## config.mk

```make
export PLATFORM = sky130hd
export DESIGN_NAME = ram_port_arb
export DESIGN_NICKNAME = d
export VERILOG_FILES = /design/src/rtl/ram_port_arb.sv
export SDC_FILE = /design/constraint.sdc
export NUM_CORES = 1
export LEC_CHECK = 0
export ABC_CLOCK_PERIOD_IN_PS = 6380
export CAP_MARGIN = 20
export CORE_MARGIN = 2
export CORE_UTILIZATION = 51
export DETAILED_ROUTE_END_ITERATION = 12
export DONT_BUFFER_PORTS = 1
export MAX_ROUTING_LAYER = met4
export PLACE_DENSITY = 0.7
export SKIP_LAST_GASP = 1
export SLEW_MARGIN = 10
export SYNTH_ARGS = -nofsm -noshare
export SYNTH_HDL_FRONTEND = slang
export SYNTH_SLANG_ARGS = --single-unit
```

## constraint.sdc

```tcl
create_clock -name clk -period 6.38 [get_ports clk]
set_clock_uncertainty 0.05 [all_clocks]
set_input_delay 0.957 -clock clk [delete_from_list [all_inputs] [get_ports clk]]
set_output_delay 0.957 -clock clk [all_outputs]
set_load 0.005 [all_outputs]
```

## src/rtl/ram_port_arb.sv

```systemverilog
// Single-port RAM arbiter: the host client has priority, the sweep engine gets
// a guaranteed slot after MAX_HOST_BURST back-to-back host grants, and
// sweep_lock gives the sweep exclusive use of the port. Read data is
// registered per requester, and grant/stall statistics are kept.
module ram_port_arb #(
  parameter int N_WORDS        = 1 << 20,
  parameter int DATA_W         = 16,
  parameter int ADDR_W         = $clog2(N_WORDS),
  parameter int MAX_HOST_BURST = 4
) (
  input  logic              clk,
  input  logic              reset,
  input  logic              host_req,
  input  logic              host_we,
  input  logic [ADDR_W-1:0] host_addr,
  input  logic [DATA_W-1:0] host_wdata,
  output logic              host_gnt,
  output logic              host_rvalid,
  output logic [DATA_W-1:0] host_rdata,
  input  logic              sweep_req,
  input  logic              sweep_we,
  input  logic [ADDR_W-1:0] sweep_addr,
  input  logic [DATA_W-1:0] sweep_wdata,
  output logic              sweep_gnt,
  output logic              sweep_rvalid,
  output logic [DATA_W-1:0] sweep_rdata,
  input  logic              sweep_lock,
  output logic              mem_write_enable,
  output logic [ADDR_W-1:0] mem_addr,
  output logic [DATA_W-1:0] mem_wdata,
  input  logic [DATA_W-1:0] mem_rdata,
  output logic [31:0]       host_grants,
  output logic [31:0]       sweep_grants,
  output logic [31:0]       host_stalls
);

  typedef enum logic [1:0] {IDLE, HOST, SWEEP, LOCKED} state_t;

  localparam logic [7:0] MAX_BURST = 8'(MAX_HOST_BURST);

  state_t      state_reg, state_next;
  logic [7:0]  streak_reg, streak_next;
  logic        host_rvalid_reg, sweep_rvalid_reg;

  // Grant decision: lock first, then anti-starvation slot, then host priority.
  always_comb begin
    state_next  = IDLE;
    host_gnt    = 1'b0;
    sweep_gnt   = 1'b0;
    streak_next = 8'd0;
    if (!reset) begin
      if (sweep_req && sweep_lock) begin
        sweep_gnt  = 1'b1;
        state_next = LOCKED;
      end else if (host_req && sweep_req && streak_reg == MAX_BURST) begin
        sweep_gnt  = 1'b1;
        state_next = SWEEP;
      end else if (host_req) begin
        host_gnt   = 1'b1;
        state_next = HOST;
      end else if (sweep_req) begin
        sweep_gnt  = 1'b1;
        state_next = SWEEP;
      end
      // The streak only counts host grants taken while the sweep is waiting.
      if (host_gnt && sweep_req) begin
        streak_next = streak_reg + 8'd1;
      end
    end
  end

  // Owner-of-previous-cycle and streak registers.
  always_ff @(posedge clk) begin
    if (reset) begin
      state_reg  <= IDLE;
      streak_reg <= 8'd0;
    end else begin
      state_reg  <= state_next;
      streak_reg <= streak_next;
    end
  end

  // A cycle owned by the sweep always leaves the streak cleared.
  always_ff @(posedge clk) begin
    if (!reset) begin
      assert (!(state_reg inside {SWEEP, LOCKED}) || streak_reg == 8'd0);
    end
  end

  // RAM port mux: the granted requester drives the RAM, otherwise all zero.
  always_comb begin
    mem_write_enable = 1'b0;
    mem_addr         = '0;
    mem_wdata        = '0;
    if (host_gnt) begin
      mem_write_enable = host_we;
      mem_addr         = host_addr;
      mem_wdata        = host_wdata;
    end else if (sweep_gnt) begin
      mem_write_enable = sweep_we;
      mem_addr         = sweep_addr;
      mem_wdata        = sweep_wdata;
    end
  end

  // Read return: capture RAM data on a granted read, pulse rvalid once.
  always_ff @(posedge clk) begin
    if (reset) begin
      host_rvalid_reg  <= 1'b0;
      sweep_rvalid_reg <= 1'b0;
      host_rdata       <= '0;
      sweep_rdata      <= '0;
    end else begin
      host_rvalid_reg  <= host_gnt && !host_we;
      sweep_rvalid_reg <= sweep_gnt && !sweep_we;
      if (host_gnt && !host_we) begin
        host_rdata <= mem_rdata;
      end
      if (sweep_gnt && !sweep_we) begin
        sweep_rdata <= mem_rdata;
      end
    end
  end

  // A read return landing in a reset cycle is discarded.
  assign host_rvalid  = host_rvalid_reg && !reset;
  assign sweep_rvalid = sweep_rvalid_reg && !reset;

  // Saturating grant and stall statistics.
  always_ff @(posedge clk) begin
    if (reset) begin
      host_grants  <= '0;
      sweep_grants <= '0;
      host_stalls  <= '0;
    end else begin
      if (host_gnt && host_grants != 32'hFFFF_FFFF) begin
        host_grants <= host_grants + 32'd1;
      end
      if (sweep_gnt && sweep_grants != 32'hFFFF_FFFF) begin
        sweep_grants <= sweep_grants + 32'd1;
      end
      if (host_req && !host_gnt && host_stalls != 32'hFFFF_FFFF) begin
        host_stalls <= host_stalls + 32'd1;
      end
    end
  end

endmodule

```

==> flow_summary.yaml, run 1 <==
die:
  rows: 42
  initial_utilization_pct: 52.2
  die_x_um: 120
  core-area_um2: 13200
  die_h_um: 120
  io_pins: 264
  dieArea_um2: 14500
placement:
  dpl.cell_count: 955
  gp_congestion: 0.966
  dp_hpwl_mm: 16.9
  portBuffers: 0
yosys:
  syn_area_um2: 6920
  ys_types: 61
  async_reset_ff_share_pct: 0
  synthesis.nets: 923
  synth-edff-count: 0
  synthFlopType: "dfxtp_1"
  syn_inst: 823
  yosysWarnings: 0
  yosysSeqAreaShare_pct: 39.9
  syn_area_per_cell_um2: 8.41
  ys_ff_latch: 138
finish:
  nNetsFinal: 901
  areaGrowthSynthToFinish_pct: 9.86
  drive_above_1_share_pct: 8.72
  final_cells: 995
  largestRegisters: "host_grants x32, host_stalls x32, sweep_grants x32"
clock_tree:
  post_cts_buffers: 0
  htree_levels: 4
  clk_latency_ns: 0.43
  cts_made_buffers: 17
  cts.clk_slew.worst_paths_ns: 0.06
  cts.sinks: 138
  cts_resized: 0
  root_buffer: "clkbuf_16"
  cts_max_path_buffers: 2
  cts_hold_buffers: 0
  cts_tree: "done"
worst_setup_path:
  critPathTopFamily: "compound AO/OA/AOI/OAI gates"
  slowest_stage: "or4b_4"
  slowest_delay_ns: 0.49
  critPathLaunchType: "flop"
  path_cells: "inv_1, ha_1, or4b_4, o211ai_2, inv_2, a22o_1"
  worstPathArrival_ns: 2.81
  crit_buf_inv: 2
  cp-end-kind: "output pin"
  critical_path_required_ns: 5.37
  crit_fanout: 44
  path_class: "flop to output pin"
sta:
  post-route-min-period_ns: 3.82
  setup_viol: 0
  grt_setup_unrepaired: "false"
  holdWs_ns: 0.434
  post-route-period-util_pct: 59.8
  worst_pin_slew_ns: 0.885
  hold_violations: 0
  maxSlewHeadroom_pct: 40.5
  drv_slew: 0
  fmaxAchievable_ghz: 0.262
  fin_tns_setup_ns: 0
hold_path:
  min_path_type: "flop to flop"
drt:
  first_pass_iters: 5
  initialDrtViolationCount: 458
  vias: 6629
  ant_nets: 0
  wl_per_cell_um: 23.1
  via_per_inst: 6.66
  drc_errors: 0
  wl_mm: 23.0
global_route:
  grt_start_max_net_pins: 117
  antenna_found_initial: 4
  track_usage_pct: 31.6
  grt_pass1_wl_mm: 34.4
  grt_overflow: 0
  grt_pass1_vias: 5975
power_and_ir_drop:
  peakVddDrop_v: 0.000171
  power_density_nw_per_um2: 252
  power_leakage_uw: 0.00244
outcome:
  outcome: "completed"
run:
  maxCapViolations: 0
## stage by stage
stage	power [uW]	utilization (%)	area [um2]	worst slack [ns]
final	1920	57.4	7600	2.56
after global routing	1970	57.4	7600	2.43
after CTS	1920	56.9	7530	2.20
after detailed placement	975	52.5	6950	2.27
after global placement	971	52.5	6950	2.38
after floorplan	969	-	6920	3.04
## metal layers
metal	share of wire [%]	global-route usage [%]	wire length (um)
met3	7.9	9.34	1810
met1	39	34.7	8970
met5	0	-	0
met2	51	53.2	11600
met4	2.3	14.1	537
## power by group
group | switching (uW) | internal (uW)
logic | 47.0 | 28.3
clock network | 381 | 576
registers | 12.7 | 873
total | 441 | 1480
## layout make-up
type / count / area, um2
Fill cell: 1205 / 5640
Multi-Input combinational cell: 617 / 3870
Sequential cell: 138 / 2760
Clock buffer: 22 / 484
Tap cell: 176 / 220
Clock inverter: 10 / 91.3
Inverter: 21 / 78.8
Timing Repair Buffer: 6 / 76.3
Antenna cell: 5 / 12.5
## placed cells by master, fill, tap and decap left out, types with 9 or more instances in the layout
| cell | instances |
|---|---|
| a21oi_1 | 72 |
| a22o_1 | 37 |
| and3_1 | 9 |
| and4_1 | 10 |
| clkbuf_16 | 17 |
| dfxtp_1 | 138 |
| inv_1 | 19 |
| mux2_2 | 14 |
| nand2_1 | 102 |
| nand3_1 | 45 |
| nand4_1 | 23 |
| nor2_1 | 49 |
| nor2b_1 | 13 |
| nor4_1 | 14 |
| o211ai_1 | 20 |
| o21ai_0 | 25 |
| o311ai_0 | 12 |
| o31ai_1 | 27 |
| o41ai_1 | 9 |
| or3_1 | 32 |
| or4_1 | 29 |
## logic make-up after synthesis
logic type               share of synthesized area (%)
buffers and inverters                             4.21
multiplexers                                      2.57
AO/OA/AOI/OAI                                     22.5
flip-flops                                        39.9
adder cells (fa/ha/maj)                          0.904
AND/OR/NAND/NOR                                   28.1
XOR/XNOR                                          1.77
## Yosys cell counts (6+ instances only)
master / instances / area share, %
a21oi_1: 72 / 5.2
a22o_1: 37 / 4.7
and3_1: 9 / 0.81
and4_1: 10 / 1.3
buf_2: 8 / 0.58
clkbuf_1: 30 / 1.6
dfxtp_1: 138 / 40
inv_1: 19 / 1.0
mux2_2: 14 / 2.3
nand2_1: 102 / 5.5
nand3_1: 45 / 3.3
nand4_1: 23 / 2.1
nor2_1: 49 / 2.7
nor2b_1: 13 / 1.2
nor4_1: 14 / 1.3
o211ai_1: 20 / 2.2
o21ai_0: 25 / 1.8
o21ai_1: 6 / 0.43
o311ai_0: 12 / 1.5
o31ai_1: 27 / 2.9
o41ai_1: 9 / 1.1
or3_1: 32 / 2.9
or4_1: 29 / 3.1
xnor2_1: 6 / 0.76
xor2_1: 8 / 1.0
## worst reg2reg max path: stages, from the launching register on
cell and delay [ns]:
dfxtp_1 0.35, inv_1 0.07, ha_1 0.15, or4b_4 0.49, o211ai_2 0.44, inv_2 0.46
nand2b_1 0.72, inv_2 0.33, nand2_1 0.15, a21oi_1 0.08
## final timing paths
path | from | end | slack (ns) | cells after the start
setup / recovery | streak_reg[0] | mem_addr[19] | 2.56 | 6
hold / removal | host_rdata[6] | host_rdata[6] | 0.43 | 2
setup reg to reg | streak_reg[0] | host_rdata[10] | 2.97 | 9
hold reg to reg | host_rdata[6] | host_rdata[6] | 0.43 | 2
Power figures use the tool's default switching activity.
==> inputs of run 2 (changes only) <==
--- a/config.mk
+++ b/config.mk
@@ -5,14 +5,15 @@
 export SDC_FILE = /design/constraint.sdc
 export NUM_CORES = 1
 export LEC_CHECK = 0
-export ABC_CLOCK_PERIOD_IN_PS = 6380
+export ABC_AREA = 1
+export ABC_CLOCK_PERIOD_IN_PS = 3300
 export CAP_MARGIN = 20
 export CORE_MARGIN = 2
 export CORE_UTILIZATION = 51
 export DETAILED_ROUTE_END_ITERATION = 12
 export DONT_BUFFER_PORTS = 1
 export MAX_ROUTING_LAYER = met4
-export PLACE_DENSITY = 0.7
+export PLACE_DENSITY = 0.73
 export SKIP_LAST_GASP = 1
 export SLEW_MARGIN = 10
 export SYNTH_ARGS = -nofsm -noshare
==> constraint.sdc (replaced) <==
create_clock -name clk -period 3.3 [get_ports clk]
set_clock_uncertainty 0.05 [all_clocks]
set_input_delay 0.495 -clock clk [delete_from_list [all_inputs] [get_ports clk]]
set_output_delay 0.495 -clock clk [all_outputs]
set_load 0.005 [all_outputs]
==> flow_summary.yaml, run 2 <==
sta:
  worst_pin_slew_ns: 0.703
  post-route-period-util_pct: 91.6
  drv_slew: 0
  grt_setup_unrepaired: "false"
  setup_viol: 0
  fmaxAchievable_ghz: 0.331
  hold_violations: 0
  maxSlewHeadroom_pct: 53.1
  fin_tns_setup_ns: 0
  holdWs_ns: 0.0866
  post-route-min-period_ns: 3.02
finish:
  largestRegisters: "host_grants x32, host_stalls x32, sweep_grants x32"
  drive_above_1_share_pct: 4.91
  multi_input_area_um2: 4770
  final-seq-area_um2: 2760
  n_antenna_cell: 0
  most-common-layout-cells: "nand2_1 (536), nor2_1 (210), dfxtp_1 (138), a21oi_1 (92), inv_1 (73)"
  fillers: 1520
  areaGrowthSynthToFinish_pct: 8.39
  nNetsFinal: 1391
  layout_commonest_cell: "nand2_1"
  final_core_util_pct: 57.1
drt:
  highest_layer: "met4"
  first_pass_iters: 5
  wl_met1_mm: 9.72
  ant_nets: 0
  wl_mm: 22.8
  vias: 8097
  wl_per_cell_um: 15.0
  wl_met3_mm: 2.05
  via_per_inst: 5.34
  met2_wirelength_mm: 10.5
  initialDrtViolationCount: 652
  drc_errors: 0
placement:
  gp_congestion: 0.922
  portBuffers: 0
  dp_hpwl_mm: 16.4
global_route:
  grt_pass1_wl_mm: 36.3
  grt_pass1_vias: 7364
  track_usage_pct: 27.7
  grt_overflow: 0
  grt_start_max_net_pins: 95
  antenna_found_initial: 0
worst_setup_path:
  crit_fanout: 14
  reg2reg_from: "streak_reg[0]"
  endpoint: "mem_wdata[4]"
  worstPathArrival_ns: 2.48
  reg2reg_depth: 11
  critPathLaunchType: "flop"
  ff2ff_setup_slack_ns: 0.80
  path_class: "flop to output pin"
  rr_endpoint: "host_grants[12]"
  cp-startpoint: "streak_reg[0]"
  critical_path_required_ns: 2.75
  cp-end-kind: "output pin"
die:
  die_h_um: 130
  initial_utilization_pct: 52.7
  core-area_um2: 15300
  die_x_um: 130
  rows: 45
  io_pins: 264
  dieArea_um2: 16800
power_and_ir_drop:
  peakVddDrop_v: 0.000353
  power_leakage_uw: 0.00318
  power_density_nw_per_um2: 439
clock_tree:
  htree_levels: 4
  cts.clk_slew.worst_paths_ns: 0.07
  cts_hold_buffers: 0
  clk_latency_ns: 0.43
  root_buffer: "clkbuf_16"
  cts_tree: "done"
  cts.sinks: 138
  cts_max_path_buffers: 2
  cts_made_buffers: 17
  post_cts_buffers: 0
  cts_resized: 0
yosys:
  synth-compound-area-share_pct: 10.9
  syn_area_per_cell_um2: 6.17
  ys_types: 27
  synth-edff-count: 0
  syn_inst: 1308
  yosysTopAreaCellShare_pct: 34.3
  muxShareOfSynthArea_pct: 0
  synthFlopType: "dfxtp_1"
  yosysSeqAreaShare_pct: 34.3
  synthSimpleGateAreaFrac_pct: 42.3
  async_reset_ff_share_pct: 0
  synth_top_family_by_area: "simple AND/OR/NAND/NOR gates"
  yosysWarnings: 0
  synth_common_cells: "nand2_1 (536), nor2_1 (211), dfxtp_1 (138)"
  synthTopCellsByArea: "dfxtp_1 (34%), nand2_1 (25%), nor2_1 (9.8%)"
  yosysMostFrequentCell: "nand2_1"
  synthXorXnorAreaFrac_pct: 5.10
  synthesis.nets: 1408
  syn_area_um2: 8070
  synth_fa_ha_area_share_pct: 0.776
  ys_ff_latch: 138
  synth_top_area_cell: "dfxtp_1"
outcome:
  outcome: "completed"
run:
  maxCapViolations: 0
hold_path:
  min_path_type: "input port to flop"
run 2: final cells by class:
class,instances,area share [%]
Inverter,77,3.31
Timing Repair Buffer,8,0.687
Sequential cell,138,31.6
Clock inverter,15,1.93
Multi-Input combinational cell,1049,54.6
Clock buffer,17,4.87
Tap cell,211,3.02
run 2: worst min-delay path by stage:
stage                              from                to  slack (ns)  cells after the start
after CTS                         reset  sweep_grants[23]        0.07                      1
after floorplan           streak_reg[0]     streak_reg[0]        0.38                      1
final                             reset  sweep_grants[23]        0.09                      1
after global routing              reset  sweep_grants[25]        0.07                      1
after detailed placement  streak_reg[0]     streak_reg[0]        0.40                      1
after global placement    streak_reg[0]     streak_reg[0]        0.40                      1
run 2: cells by family (layout without fill, tap and decap cells):
family | count (synthesis) | after routing
AO/OA/AOI/OAI | 149 | 149
XOR/XNOR | 47 | 47
adder cells (fa/ha/maj) | 5 | 5
buffers and inverters | 121 | 117
flip-flops | 138 | 138
AND/OR/NAND/NOR | 848 | 848
run 2: per-layer routing:
layer	vias to the layer above	GRT usage, %
li1	4102	-
met1	3600	33.9
met2	354	44.3
met3	41	7.95
met4	0	9.04
met5	-	-
run 2: critical path, stage by stage (launching register included):
cell and delay, ns:
dfxtp_1 0.33, inv_1 0.06, ha_1 0.14, inv_1 0.04, nor2_1 0.07, nand3_1 0.11, nand2_1 0.14, nand2_1 0.16
inv_1 0.43, buf_4 0.30, a22o_1 0.26
run 2: metrics by stage:
| step | std cells | worst slack [ns] | cell area (um2) | total power, uW |
|---|---|---|---|---|
| floorplan | 1308 | 1.26 | 8070 | 1900 |
| global placement | 1483 | 0.696 | 8150 | 1920 |
| detailed placement | 1483 | 0.673 | 8150 | 1920 |
| CTS | 1515 | 0.208 | 8740 | 3880 |
| global route | 1515 | 0.0573 | 8740 | 3960 |
| finish | 1515 | 0.276 | 8740 | 3840 |
run 2: power by group:
| group | internal, uW | switching (uW) |
|---|---|---|
| logic | 51.0 | 114 |
| registers | 1690 | 25.5 |
| clock network | 1090 | 870 |
